$ cat src/rtl/mul_datapath_ctl.sv
// Sequential unsigned multiplier: Prod = A * B by B repeated additions of A.
// Operands arrive byte-serially on Data_in (A with start, B on the following cycle).
module mul_datapath_ctl #(
    parameter int WIDTH = 8
) (
    input  logic               clk,
    input  logic               rst,
    input  logic               start,
    input  logic [WIDTH-1:0]   Data_in,
    output logic               busy,
    output logic               done,
    output logic [2*WIDTH-1:0] Prod
);

    typedef enum logic [1:0] {
        IDLE  = 2'd0,
        LOADB = 2'd1,
        ADD   = 2'd2,
        DONE  = 2'd3
    } state_t;

    state_t               state;
    logic [WIDTH-1:0]     a_reg;
    logic [WIDTH-1:0]     cnt;
    logic [2*WIDTH-1:0]   acc;
    logic [2*WIDTH-1:0]   prod_reg;

    assign Prod = prod_reg;

    // busy and done are registered alongside the state so they track it exactly
    always_ff @(posedge clk) begin
        if (rst) begin
            state    <= IDLE;
            busy     <= 1'b0;
            done     <= 1'b0;
            a_reg    <= '0;
            cnt      <= '0;
            acc      <= '0;
            prod_reg <= '0;
        end else begin
            case (state)
                IDLE: begin
                    done <= 1'b0;
                    if (start) begin
                        a_reg <= Data_in;
                        busy  <= 1'b1;
                        state <= LOADB;
                    end
                end
                LOADB: begin
                    cnt   <= Data_in;
                    acc   <= '0;
                    state <= ADD;
                end
                ADD: begin
                    if (cnt != '0) begin
                        acc <= acc + {{WIDTH{1'b0}}, a_reg};
                        cnt <= cnt - WIDTH'(1);
                    end else begin
                        prod_reg <= acc;
                        done     <= 1'b1;
                        state    <= DONE;
                    end
                end
                DONE: begin
                    done  <= 1'b0;
                    busy  <= 1'b0;
                    state <= IDLE;
                end
                default: begin
                    done  <= 1'b0;
                    busy  <= 1'b0;
                    state <= IDLE;
                end
            endcase
        end
    end

endmodule

$ cat config.mk
export PLATFORM = sky130hd
export DESIGN_NAME = mul_datapath_ctl
export DESIGN_NICKNAME = d
export VERILOG_FILES = /design/src/rtl/mul_datapath_ctl.sv
export SDC_FILE = /design/constraint.sdc
export NUM_CORES = 1
export LEC_CHECK = 0
export BUFFER_PORTS_ARGS = -buffer_cell sky130_fd_sc_hd__clkbuf_2
export CAP_MARGIN = 5
export CORE_UTILIZATION = 55
export DETAILED_ROUTE_END_ITERATION = 16
export PLACE_DENSITY = 0.72
export SYNTH_ARGS = -nofsm -noshare
export SYNTH_HDL_FRONTEND = slang
export SYNTH_SLANG_ARGS = --single-unit
$ cat constraint.sdc
create_clock -name clk -period 2.9 [get_ports clk]
set_clock_uncertainty 0.2 [all_clocks]
set_input_delay 0.725 -clock clk [delete_from_list [all_inputs] [get_ports clk]]
set_output_delay 0.725 -clock clk [all_outputs]
set_load 0.01 [all_outputs]
==> results.json, run 1 <==
{
  "outcome": "finished clean",
  "core_area_um2": 4500,
  "cap_violations": 0,
  "p_clk_share_pct": 17.5,
  "antenna_left": 0,
  "synth.distinct_cells": 57,
  "die_area_um2": 5130,
  "peakVddDrop_mv": 0.637,
  "final_nets": 369,
  "setup_viol": 0,
  "hpwl_mm": 4.26,
  "power.total_uw": 2560,
  "diodes": 0,
  "gp_congestion": 0.863,
  "hold_depth": 2,
  "synthCells": 318,
  "p_seq_share_pct": 35.6,
  "syn_avg_cell_area_um2": 8.38,
  "path_depth": 8,
  "drt_iter0_drc": 182,
  "synth_ff_type": "dfxtp_1",
  "layout.cells.non_filler": 396,
  "crit_arrival_ps": 2490,
  "io_pins": 29,
  "grtUsageTotal_pct": 25.2,
  "cp_slowest_stage_delay_ps": 430,
  "drc_errors": 0,
  "powerDensity_nw_per_um2": 872,
  "max_slew_margin_pct": 61.2,
  "synth-seq-cells": 52,
  "clk_pin_slew_worst_paths_ps": 100,
  "via_count": 2367,
  "timing_worst_setup_path_type": "reg -> reg",
  "root_buffer": "clkbuf_8",
  "cp_num_buf_inv": 1,
  "grt_pass1_wl_mm": 10.1,
  "cpMaxStageDelayCell": "or4_1",
  "layout-drive-gt1-share_pct": 15.4,
  "p_sw_uw": 1110,
  "grt_pass1_vias": 2121,
  "crit_required_ps": 2940,
  "clk_latency_ps": 310,
  "worstHoldPathType": "reg -> reg",
  "fp.dieH_um": 71.6,
  "die_x_um": 71.6,
  "final_cell_mix": "dfxtp_1, nand2_1, a21oi_1, nor2_1, clkbuf_2",
  "place.port_buffers": 28,
  "layout_commonest_cell": "dfxtp_1",
  "postCtsSetupRepairBufs": 0,
  "viasPerCell": 5.98,
  "routedWlPerCell_um": 15.2,
  "ys_seq_area_share_pct": 39.1,
  "finalSetupTns_ps": 0,
  "fmax_mhz": 409,
  "numCtsBuffers": 5,
  "slew_viol_final": 0,
  "fp-row-count": 24,
  "p_leak_uw": 0.00118,
  "cts_resized": 0,
  "end_kind": "flip-flop",
  "switching_share_pct": 43.3,
  "cts_sinks": 52,
  "finalCriticalPeriod_ps": 2450,
  "placed_area_um2": 2840,
  "h-tree-depth": 2,
  "cp-start-kind": "flip-flop",
  "first_pass_iters": 4,
  "synth_area_um2": 2670,
  "timing.final.crit_share_pct": 84.4,
  "r2r_cells": 8,
  "rsz0062_at_grt": "false",
  "fin_area_um2": 2930,
  "synthToLayoutAreaGrowth_pct": 10.0,
  "worstPathCellList": "ha_1, inv_1, fa_1, nor2b_1, o31a_1, o21ai_1, or4_1, a21boi_0",
  "dp.cells": 388,
  "synth_async_sr_flop_share_pct": 0,
  "antenna_found_initial": 0,
  "yosys_warnings": 0,
  "routed_wl_mm": 6.02,
  "cts_tree": "built",
  "synth_edf_count": 0,
  "intPower_uw": 1450,
  "grt-ovfl-total": 0,
  "cpLargestDelayFamily": "simple AND/OR/NAND/NOR gates",
  "pwr-share-comb_pct": 46.9,
  "tightestPinTransition_ps": 582,
  "hold_viol_final": 0,
  "fin_util_pct": 65.1,
  "synth_nets": 344,
  "grt_max_degree": 27,
  "initial_core_util_pct": 59.2,
  "crit_fanout": 6,
  "clock_path_buffers": 2,
  "hold_buffers": 0
}
-- cell usage after synthesis (3+ instances only) --
cell	count	share of area (%)
a31oi_1	7	1.6
nor2_1	30	4.2
dfxtp_1	52	39
a21oi_1	34	6.4
o211ai_1	5	1.4
ha_1	14	6.6
inv_1	9	1.3
or4_1	4	1.1
or3_1	5	1.2
o21ai_0	5	0.94
o31ai_1	4	1.1
nor2b_1	3	0.70
nor3_1	4	0.75
nand3_1	25	4.7
clkbuf_1	10	1.4
mux2i_1	9	3.4
o21a_1	3	0.85
nand2_1	37	5.2
nand4_1	4	0.94
nor4b_1	3	0.99
-- through the flow --
step | hold WS (ps) | setup WS [ps]
after floorplan | 241 | 685
after global placement | 242 | 548
after detailed placement | 246 | 477
after CTS | 261 | 442
after global routing | 280 | 226
final | 257 | 453
-- worst paths after layout --
check             startpoint  slack [ps]      end
setup / recovery      acc[0]         450  acc[10]
hold reg to reg      Prod[2]         260  Prod[2]
hold / removal       Prod[2]         260  Prod[2]
setup reg to reg      acc[0]         450  acc[10]
-- worst min-delay path: stages, from the launching register on --
cell and delay (ps):
dfxtp_1 320, nand2_1 50, a21oi_1 50
-- metal layers --
metal / vias to the layer above / global-route usage [%] / routed length, um
met5: - / 0 / 0
met4: 0 / 7.19 / 50
met3: 4 / 3.80 / 265
met2: 62 / 40.8 / 2810
met1: 1096 / 35.0 / 2890
li1: 1205 / - / -
-- final cells by class --
type                            count  area [um^2]
Tap cell                           52         65.1
Sequential cell                    52         1040
Fill cell                         406         1570
Timing Repair Buffer               36          200
Clock buffer                        6         82.6
Clock inverter                      2         13.8
Multi-Input combinational cell    238         1490
Inverter                           10         37.5
-- kinds of logic (layout without fill, tap and decap cells) --
logic type | Yosys count | count (layout) | share of synthesized area, %
and+or+nand+nor | 127 | 127 | 23.3
buffers and inverters | 28 | 54 | 4.93
xor gates and xnor gates | 3 | 3 | 0.986
adders and majority gates | 15 | 15 | 7.32
DFF | 52 | 52 | 39.1
muxes | 9 | 9 | 3.38
AOI/OAI and AO/OA | 84 | 84 | 21.0
-- power groups by stage --
stage / sequential, uW / combinational [uW] / clock (uW)
finish: 911 / 1200 / 448
detailed placement: 924 / 1180 / 0
CTS: 909 / 1190 / 454
global route: 927 / 1320 / 479
floorplan: 900 / 943 / 0
global placement: 920 / 1170 / 0
Note: power is estimated with default switching activity, not from simulation.
==> run 2, diff against run 1 <==
==> constraint.sdc (replaced) <==
create_clock -name clk -period 2.5 [get_ports clk]
set_clock_uncertainty 0.2 [all_clocks]
set_input_delay 0.625 -clock clk [delete_from_list [all_inputs] [get_ports clk]]
set_output_delay 0.625 -clock clk [all_outputs]
set_load 0.01 [all_outputs]
==> run 2 against run 1 <==
Clock power increased by 12%. Maximum frequency is 4.2% higher. Final cell count up 0.76%. Cell area is 1.3% higher. Critical endpoint unchanged. Largest cell class unchanged. Highest routed layer unchanged.
==> results.json, run 2 (synthesis results as in run 1) <==
{
  "drc_errors": 0,
  "antenna_found_initial": 0,
  "crit_fanout": 8,
  "dp_slack_ps": 124,
  "core_area_um2": 4500,
  "synthToLayoutAreaGrowth_pct": 11.5,
  "p_leak_uw": 0.00119,
  "clock_path_buffers": 2,
  "layout_commonest_cell": "dfxtp_1",
  "grtUsageTotal_pct": 25.4,
  "h-tree-depth": 2,
  "worstHoldPathType": "reg -> reg",
  "startpoint": "cnt[0]",
  "clk_pin_slew_worst_paths_ps": 90,
  "grt_pass1_vias": 2197,
  "r2r_cells": 8,
  "outcome": "finished clean",
  "gp_congestion": 0.852,
  "fmax_mhz": 426,
  "power.total_uw": 2980,
  "cap_violations": 0,
  "drt_iter0_drc": 184,
  "grt_pass1_wl_mm": 10.2,
  "fp-row-count": 24,
  "crit_arrival_ps": 2390,
  "rsz0062_at_grt": "false",
  "antenna_left": 0,
  "finalCriticalPeriod_ps": 2350,
  "diodes": 0,
  "endpoint": "acc[10]",
  "r2r_end": "acc[10]",
  "io_pins": 29,
  "crit_required_ps": 2540,
  "postCtsSetupRepairBufs": 0,
  "die_x_um": 71.6,
  "final_cell_mix": "dfxtp_1, nand2_1, a21oi_1, nor2_1, clkbuf_2",
  "via_count": 2391,
  "numCtsBuffers": 5,
  "finalSetupTns_ps": 0,
  "end_kind": "flip-flop",
  "powerDensity_nw_per_um2": 1000,
  "cp-start-kind": "flip-flop",
  "hold_viol_final": 0,
  "slew_viol_final": 0,
  "timing_worst_setup_path_type": "reg -> reg",
  "first_pass_iters": 4,
  "rrSetupSlack_ps": 150,
  "routed_wl_mm": 6.04,
  "grt_max_degree": 23,
  "setup_viol": 0,
  "cts_sinks": 52,
  "clk_latency_ps": 310,
  "grt-ovfl-total": 0,
  "final_nets": 372,
  "peakVddDrop_mv": 0.792,
  "max_slew_margin_pct": 58.9,
  "viasPerCell": 5.99,
  "fp.dieH_um": 71.6,
  "die_area_um2": 5130,
  "tightestPinTransition_ps": 616,
  "nFillCells": 404,
  "hpwl_mm": 4.37,
  "cts_tree": "built",
  "initial_core_util_pct": 59.2,
  "routedWlPerCell_um": 15.1,
  "place.port_buffers": 28,
  "crit-reg2reg-launch": "cnt[0]",
  "fin_util_pct": 66.0,
  "layout-drive-gt1-share_pct": 16.4,
  "setup_slack_ps": 150,
  "root_buffer": "clkbuf_8",
  "timing.final.crit_share_pct": 94.0,
  "fin_hold_ws_ps": 249
}
## run 2: power breakdown
part / switching, uW / internal (uW)
clock network: 277 / 226
registers: 113 / 942
logic: 877 / 545
total: 1270 / 1710
## run 2: routing by layer
metal	global-route usage (%)	wire length (um)	vias to the layer above
met3	3.80	318	11
met2	41.1	2790	70
met5	0	0	-
met1	34.5	2820	1096
met4	9.80	110	0
li1	-	-	1214
## run 2: final cells by class
type | count | area, um^2 | share of cell area [%]
Sequential cell | 52 | 1040 | 35.0
Inverter | 10 | 37.5 | 1.26
Timing Repair Buffer | 39 | 235 | 7.92
Tap cell | 52 | 65.1 | 2.19
Clock buffer | 7 | 86.3 | 2.91
Clock inverter | 1 | 7.51 | 0.253
Multi-Input combinational cell | 238 | 1500 | 50.4
## run 2: through the flow
stage          cells  area (um^2)
2_1_floorplan    318         2670
3_3_place_gp     391         2870
3_5_place_dp     391         2870
4_1_cts          399         2970
5_1_grt          399         2970
6_report         399         2970
## run 2: what timing repair did
item,in CTS,in global routing
gates resized for setup,0,2
setup endpoints to repair,0,2
hold endpoints to repair,0,0
hold buffers,0,0
## run 2: worst min path at each step
stage / slack (ps) / endpoint / cells after the start / start
after floorplan: 240 / a_reg[0] / 2 / a_reg[0]
after global placement: 240 / done / 2 / done
after detailed placement: 240 / done / 2 / done
after CTS: 260 / done / 2 / done
after global routing: 280 / Prod[6] / 2 / Prod[6]
final: 250 / done / 2 / done
## run 2: critical path, cell delays in order (launching register included)
cell and delay (ps):
dfxtp_1 340, inv_1 100, ha_1 220, nor4b_1 390, a21boi_2 110, nor2_1 440, buf_4 230, o31ai_1 70
a21boi_0 160
